## config.mk

```make
export PLATFORM = sky130hd
export DESIGN_NAME = slip_uart_tx_framer
export DESIGN_NICKNAME = d
export VERILOG_FILES = /design/src/rtl/slip_uart_tx_framer.sv
export SDC_FILE = /design/constraint.sdc
export NUM_CORES = 1
export LEC_CHECK = 0
export ABC_AREA = 0
export CAP_MARGIN = 20
export CORE_MARGIN = 10
export CORE_UTILIZATION = 45
export DETAILED_ROUTE_END_ITERATION = 6
export GPL_ROUTABILITY_DRIVEN = 0
export SYNTH_ARGS = -nofsm -noshare
export SYNTH_HDL_FRONTEND = slang
export SYNTH_SLANG_ARGS = --single-unit
```

## constraint.sdc

```tcl
create_clock -name clk -period 8.2 [get_ports clk]
set_clock_uncertainty 0.1 [all_clocks]
set_input_delay 1.64 -clock clk [delete_from_list [all_inputs] [get_ports clk]]
set_output_delay 1.64 -clock clk [all_outputs]
set_load 0.03 [all_outputs]
```

## src/rtl/slip_uart_tx_framer.sv

```systemverilog
// rtl/slip_uart_tx_framer.sv - byte FIFO, SLIP encoder and single-byte UART issuer
module slip_uart_tx_framer #(
    parameter int          DEPTH_LOG2   = 4,
    parameter logic [7:0]  SLIP_END     = 8'hC0,
    parameter logic [7:0]  SLIP_ESC     = 8'hDB,
    parameter logic [7:0]  SLIP_ESC_END = 8'hDC,
    parameter logic [7:0]  SLIP_ESC_ESC = 8'hDD
) (
    input  logic                  clk,
    input  logic                  rst,
    input  logic [7:0]            in_data,
    input  logic                  in_last,
    input  logic                  in_valid,
    output logic                  in_ready,
    output logic                  overflow,
    output logic [DEPTH_LOG2:0]   fifo_level,
    input  logic                  tx_free,
    output logic                  transmit,
    output logic [7:0]            tx_byte,
    output logic                  busy
);
    localparam int DEPTH = 1 << DEPTH_LOG2;
    localparam logic [DEPTH_LOG2:0] FULL_LEVEL = (DEPTH_LOG2+1)'(DEPTH);

    typedef enum logic [1:0] {S_IDLE, S_DATA, S_SUB, S_STOP} state_t;

    logic [8:0]            mem [DEPTH];
    logic [DEPTH_LOG2-1:0] wr_ptr;
    logic [DEPTH_LOG2-1:0] rd_ptr;
    logic                  wr_en;
    logic                  pop;
    logic                  fifo_empty;
    logic [7:0]            head_data;
    logic                  head_last;

    logic                  pending;
    logic                  wait_ack;
    logic [7:0]            hold;
    logic                  issuer_ready;
    logic                  load;
    logic [7:0]            load_byte;

    state_t                state;
    state_t                state_next;
    logic [7:0]            sub;
    logic [7:0]            sub_next;
    logic                  sub_last;
    logic                  sub_last_next;

    assign in_ready     = (fifo_level != FULL_LEVEL);
    assign wr_en        = in_valid && in_ready;
    assign overflow     = in_valid && !in_ready;
    assign fifo_empty   = (fifo_level == '0);
    assign head_data    = mem[rd_ptr][7:0];
    assign head_last    = mem[rd_ptr][8];
    assign issuer_ready = !pending && !wait_ack;
    assign busy         = (state != S_IDLE) || pending || wait_ack || !fifo_empty;

    // FIFO storage: data array needs no reset, only pointers and level do
    always_ff @(posedge clk) begin
        if (wr_en) begin
            mem[wr_ptr] <= {in_last, in_data};
        end
    end

    // FIFO pointers and occupancy; level is registered so a write shows up next cycle
    always_ff @(posedge clk) begin
        if (rst) begin
            wr_ptr     <= '0;
            rd_ptr     <= '0;
            fifo_level <= '0;
        end else begin
            if (wr_en) wr_ptr <= wr_ptr + 1'b1;
            if (pop)   rd_ptr <= rd_ptr + 1'b1;
            fifo_level <= fifo_level + (DEPTH_LOG2+1)'(wr_en) - (DEPTH_LOG2+1)'(pop);
        end
    end

    // Issuer: holds one byte, pulses transmit when the UART is free, then waits for tx_free to drop
    always_ff @(posedge clk) begin
        if (rst) begin
            pending  <= 1'b0;
            wait_ack <= 1'b0;
            hold     <= '0;
            tx_byte  <= '0;
            transmit <= 1'b0;
        end else begin
            transmit <= 1'b0;
            if (pending && tx_free && !wait_ack) begin
                transmit <= 1'b1;
                tx_byte  <= hold;
                wait_ack <= 1'b1;
                pending  <= 1'b0;
            end else if (wait_ack && !tx_free) begin
                wait_ack <= 1'b0;
            end
            if (load) begin
                pending <= 1'b1;
                hold    <= load_byte;
            end
        end
    end

    // Encoder state register and saved substitute byte
    always_ff @(posedge clk) begin
        if (rst) begin
            state    <= S_IDLE;
            sub      <= '0;
            sub_last <= 1'b0;
        end else begin
            state    <= state_next;
            sub      <= sub_next;
            sub_last <= sub_last_next;
        end
    end

    // Encoder next-state: each emit hands one byte to the issuer; FIFO pops only on that handoff
    always_comb begin
        state_next    = state;
        sub_next      = sub;
        sub_last_next = sub_last;
        load          = 1'b0;
        load_byte     = '0;
        pop           = 1'b0;
        case (state)
            S_IDLE: begin
                if (!fifo_empty && issuer_ready) begin
                    load       = 1'b1;
                    load_byte  = SLIP_END;
                    state_next = S_DATA;
                end
            end
            S_DATA: begin
                if (!fifo_empty && issuer_ready) begin
                    load = 1'b1;
                    pop  = 1'b1;
                    if (head_data == SLIP_END || head_data == SLIP_ESC) begin
                        load_byte     = SLIP_ESC;
                        sub_next      = (head_data == SLIP_END) ? SLIP_ESC_END : SLIP_ESC_ESC;
                        sub_last_next = head_last;
                        state_next    = S_SUB;
                    end else begin
                        load_byte  = head_data;
                        state_next = head_last ? S_STOP : S_DATA;
                    end
                end
            end
            S_SUB: begin
                if (issuer_ready) begin
                    load       = 1'b1;
                    load_byte  = sub;
                    state_next = sub_last ? S_STOP : S_DATA;
                end
            end
            S_STOP: begin
                if (issuer_ready) begin
                    load       = 1'b1;
                    load_byte  = SLIP_END;
                    state_next = S_IDLE;
                end
            end
            default: state_next = S_IDLE;
        endcase
    end
endmodule

```

==> Flow_metrics.wiki <==
{| class="wikitable"
! Metric !! Value
|-
| Remaining design rule violation count || 0
|-
| Max Freq || 0.214 GHz
|-
| Worst reg-to-reg setup slack || 4.88 ns
|-
| Critical path class || input pin to output pin
|-
| Die Footprint || 22000 sq um
|-
| Required time of the worst setup path || 6.46 ns
|-
| Library cell used as clock root buffer || sky130_fd_sc_hd__clkbuf_16
|-
| Clock sink count || 185
|-
| Initial Util || 0.464
|-
| Path type of the worst min-delay path || flip-flop to flip-flop
|-
| Critical Path Slowest Stage Cell || sky130_fd_sc_hd__clkdlybuf4s50_1
|-
| NumNets Final || 493
|-
| Sequential area share after synthesis || 0.693
|-
| Count of cells resized by post-cts repair || 0
|-
| Share of flip-flops with an asynchronous set or reset || 0
|-
| Met3 WL || 538 microns
|-
| Area fraction in and, or, nand and nor cells after synthesis || 0.0696
|-
| Final Hold Viols || 0
|-
| Met2 layer wire length in the routed design || 7170 microns
|-
| Wire length reported by the detailed router || 14700 microns
|-
| Met1 WL || 6860 microns
|-
| Area grow syn2layout || 14.9%
|-
| Complex-gate fraction of the synthesized area || 0.0410
|-
| Dominant combinational cell family by area after synthesis || multiplexers
|-
| Total overflow reported by the global router || 0
|-
| Maximum number of pins on one net before global-route repair || 44
|-
| Post-CTS Setup Inserts || 0
|-
| Synthesized-area fraction occupied by adder cells || 0.0196
|-
| Crit. End Element || output pin
|-
| Proportion of layout cells with a drive suffix above 1 || 0.147
|-
| Worst hold margin || 0.354 ns
|-
| Library cells used by synthesis || 48
|-
| Critical path origin || in_valid
|-
| Number of global-route vias before repair || 3994
|-
| Delay contributed by the slowest stage of the critical path || 0.68 ns
|-
| Count of flip-flops with a built-in enable after synthesis || 144
|-
| Multiplexer share of the synthesized area || 0.141
|-
| Via count || 3771
|-
| Clock buffer depth || 2
|-
| Top sig layer || met4
|-
| Area of the core region || 16000 sq um
|-
| Die height || 148 microns
|-
| # setup viols final || 0
|-
| Worst reg2reg startpoint || fifo_level[2]
|-
| Antenna Cells || 0
|-
| Number of nets produced by synthesis || 460
|-
| Shortest clock period the worst path allows after layout || 4.68 ns
|-
| Utilization after layout || 0.533
|-
| Static leakage || 2.85 nW
|-
| Dominant cell type by area after synthesis || sky130_fd_sc_hd__edfxtp_1
|-
| Standard-cell row count || 46
|-
| Syn Std Cell Area || 7420 sq um
|-
| Total negative slack for setup checks || 0 ns
|-
| Width of the die || 148 microns
|-
| Synthesized area per cell || 17.0 sq um
|-
| RSZ-0062 raised after global routing || false
|-
| Worst EP arrival || 2.94 ns
|-
| Number of warnings printed during yosys synthesis || 0
|-
| Routed vias/inst || 5.40
|-
| Worst Setup EP || overflow
|-
| Number of routed nets with antenna violations || 0
|-
| Design Power || 2.58 mW
|-
| Cell count of the worst reg-to-reg path || 11
|-
| Yosys top cell area share || 0.583
|-
| Number of antenna violations at the first check in global routing || 0
|-
| Detailed placement HPWL || 9680 microns
|-
| Clock tree from TritonCTS || built
|-
| IO Count || 30
|-
| Insertion delay to the later sink of the worst-skew pair || 0.43 ns
|-
| Synth top area cells || sky130_fd_sc_hd__edfxtp_1 58%, sky130_fd_sc_hd__dfxtp_1 11%, sky130_fd_sc_hd__mux4_2 7.0%
|-
| GRT Total Usage || 0.141
|-
| Total of buffers placed on input and output ports || 29
|-
| Rel. slew slack || 0.345
|-
| First-pass GRT wire length || 23400 microns
|-
| Fin crit share || 0.570
|-
| Transition time at the pin with the least slew margin || 0.978 ns
|-
| Synth Flop Type || sky130_fd_sc_hd__edfxtp_1
|-
| Cts-stage hold buffer count || 0
|-
| Number of slew-limit violations in the final report || 0
|-
| Destination of the worst register-to-register timing path || fifo_level[4]
|-
| Clock-pin slew of the registers on the worst-case setup and hold paths || 0.06 ns
|-
| Synth Instances || 436
|-
| Cells traversed along the worst timing path || clkdlybuf4s50_1, inv_1, nor2_1, clkdlybuf4s50_1
|-
| Most prevalent standard cell on the critical path || sky130_fd_sc_hd__clkdlybuf4s50_1
|-
| Number of iterations in the first detailed-routing pass || 4
|-
| Startpoint type of the worst setup path || input pin
|-
| Num CTS Buffers || 17
|-
| CTS HTree Levels || 4
|-
| Number of synthesized register bits || 185
|-
| WL per Instance || 21.1 microns
|-
| Crit-path max FO || 2
|-
| Power density of the placed cells || 302 nW/um^2
|-
| Outcome || finished clean
|-
| Max capacitance violation total || 0
|-
| Maximum ir drop on the vdd rail || 0.162 mV
|-
| Fraction of synthesized cell area in xor and xnor cells || 0.0118
|-
| First-iteration detailed-routing DRC count || 182
|}
layout by cell type, fill, tap and decap left out, drive strengths merged, types with 4 or more instances in the layout:
cell,synthesis,layout
mux2i,12,12
nor2,44,44
mux4,38,38
xnor2,4,4
dfxtp,41,41
o21ai,7,7
nand2b,6,6
nand2,21,21
ha,10,10
nor2b,4,4
a21oi,13,13
inv,11,18
a22oi,13,13
nor3,6,6
clkbuf,14,18
edfxtp,144,144
xor2,6,6
buf,9,8
clkdlybuf4s50,0,29
worst max-delay path, delay by kind of cell:
family                 cells  cell delay, ns
and+or+nand+nor            1            0.09
buffers and inverters      3            1.20
flip-flops by register name (all words and copies together), names as in the netlist, named ones only:
signal / flops
transmit: 1
fifo_level: 5
pending: 1
state: 2
tx_byte: 8
sub: 2
mem: 144
rd_ptr: 4
wait_ack: 1
sub_last: 1
wr_ptr: 4
hold: 8
Yosys cell counts (3+ instances only):
library cell and count:
sky130_fd_sc_hd__edfxtp_1 144, sky130_fd_sc_hd__mux4_1 15, sky130_fd_sc_hd__inv_1 11, sky130_fd_sc_hd__mux4_2 23, sky130_fd_sc_hd__clkbuf_1 14, sky130_fd_sc_hd__ha_1 10, sky130_fd_sc_hd__dfxtp_1 41, sky130_fd_sc_hd__nand2_1 19
sky130_fd_sc_hd__a22oi_1 13, sky130_fd_sc_hd__xor2_1 6, sky130_fd_sc_hd__a21oi_1 13, sky130_fd_sc_hd__xnor2_1 4, sky130_fd_sc_hd__nor2_1 44, sky130_fd_sc_hd__buf_1 3, sky130_fd_sc_hd__o21ai_0 4, sky130_fd_sc_hd__mux2i_1 12
sky130_fd_sc_hd__a221oi_1 3, sky130_fd_sc_hd__nand2b_1 6, sky130_fd_sc_hd__a31oi_1 3, sky130_fd_sc_hd__nor2b_1 4, sky130_fd_sc_hd__nor3_1 6
per-stage QoR:
step | setup slack [ns] | area (sq um) | instances
2_1_floorplan | 4.37 | 7420 | 436
3_3_place_gp | 3.50 | 7910 | 666
3_5_place_dp | 3.52 | 7910 | 666
4_1_cts | 3.51 | 8530 | 698
5_1_grt | 3.48 | 8530 | 698
6_report | 3.52 | 8530 | 698
worst min path at each step:
stage,from,to,cells past startpoint
6_report,sub[0],sub[0],2
4_1_cts,sub[0],sub[0],2
5_1_grt,sub[0],sub[0],2
3_5_place_dp,sub[0],sub[0],2
2_1_floorplan,sub[0],sub[0],2
3_3_place_gp,sub[0],sub[0],2
cell families (layout without fill, tap and decap cells):
logic type      after synthesis  after routing
buf+inv                      34             80
simple gates                 99             99
fa+ha+maj                    11             11
xor+xnor                     10             10
mux                          51             51
flops                       185            185
compound gates               46             46
where the power goes:
group | switching [mW] | total, mW | internal (mW)
Clock | 0.371 | 0.842 | 0.472
Combinational | 0.345 | 0.622 | 0.277
Sequential | 0.0394 | 1.11 | 1.07
cell type report:
| cell class | count | area (sq um) |
|---|---|---|
| multi-input cells | 217 | 2100 |
| clock buffers | 18 | 439 |
| inverters | 11 | 41.3 |
| clock inverters | 14 | 183 |
| repair buffers | 37 | 350 |
| flip-flops and latches | 185 | 5150 |
| fillers | 1306 | 7470 |
| well taps | 216 | 270 |
routing by layer:
layer,vias up,track usage
met4,0,0.0372
met3,11,0.0391
met2,58,0.225
met1,1945,0.185
met5,-,0
li1,1757,-
Power figures use the tool's default switching activity.
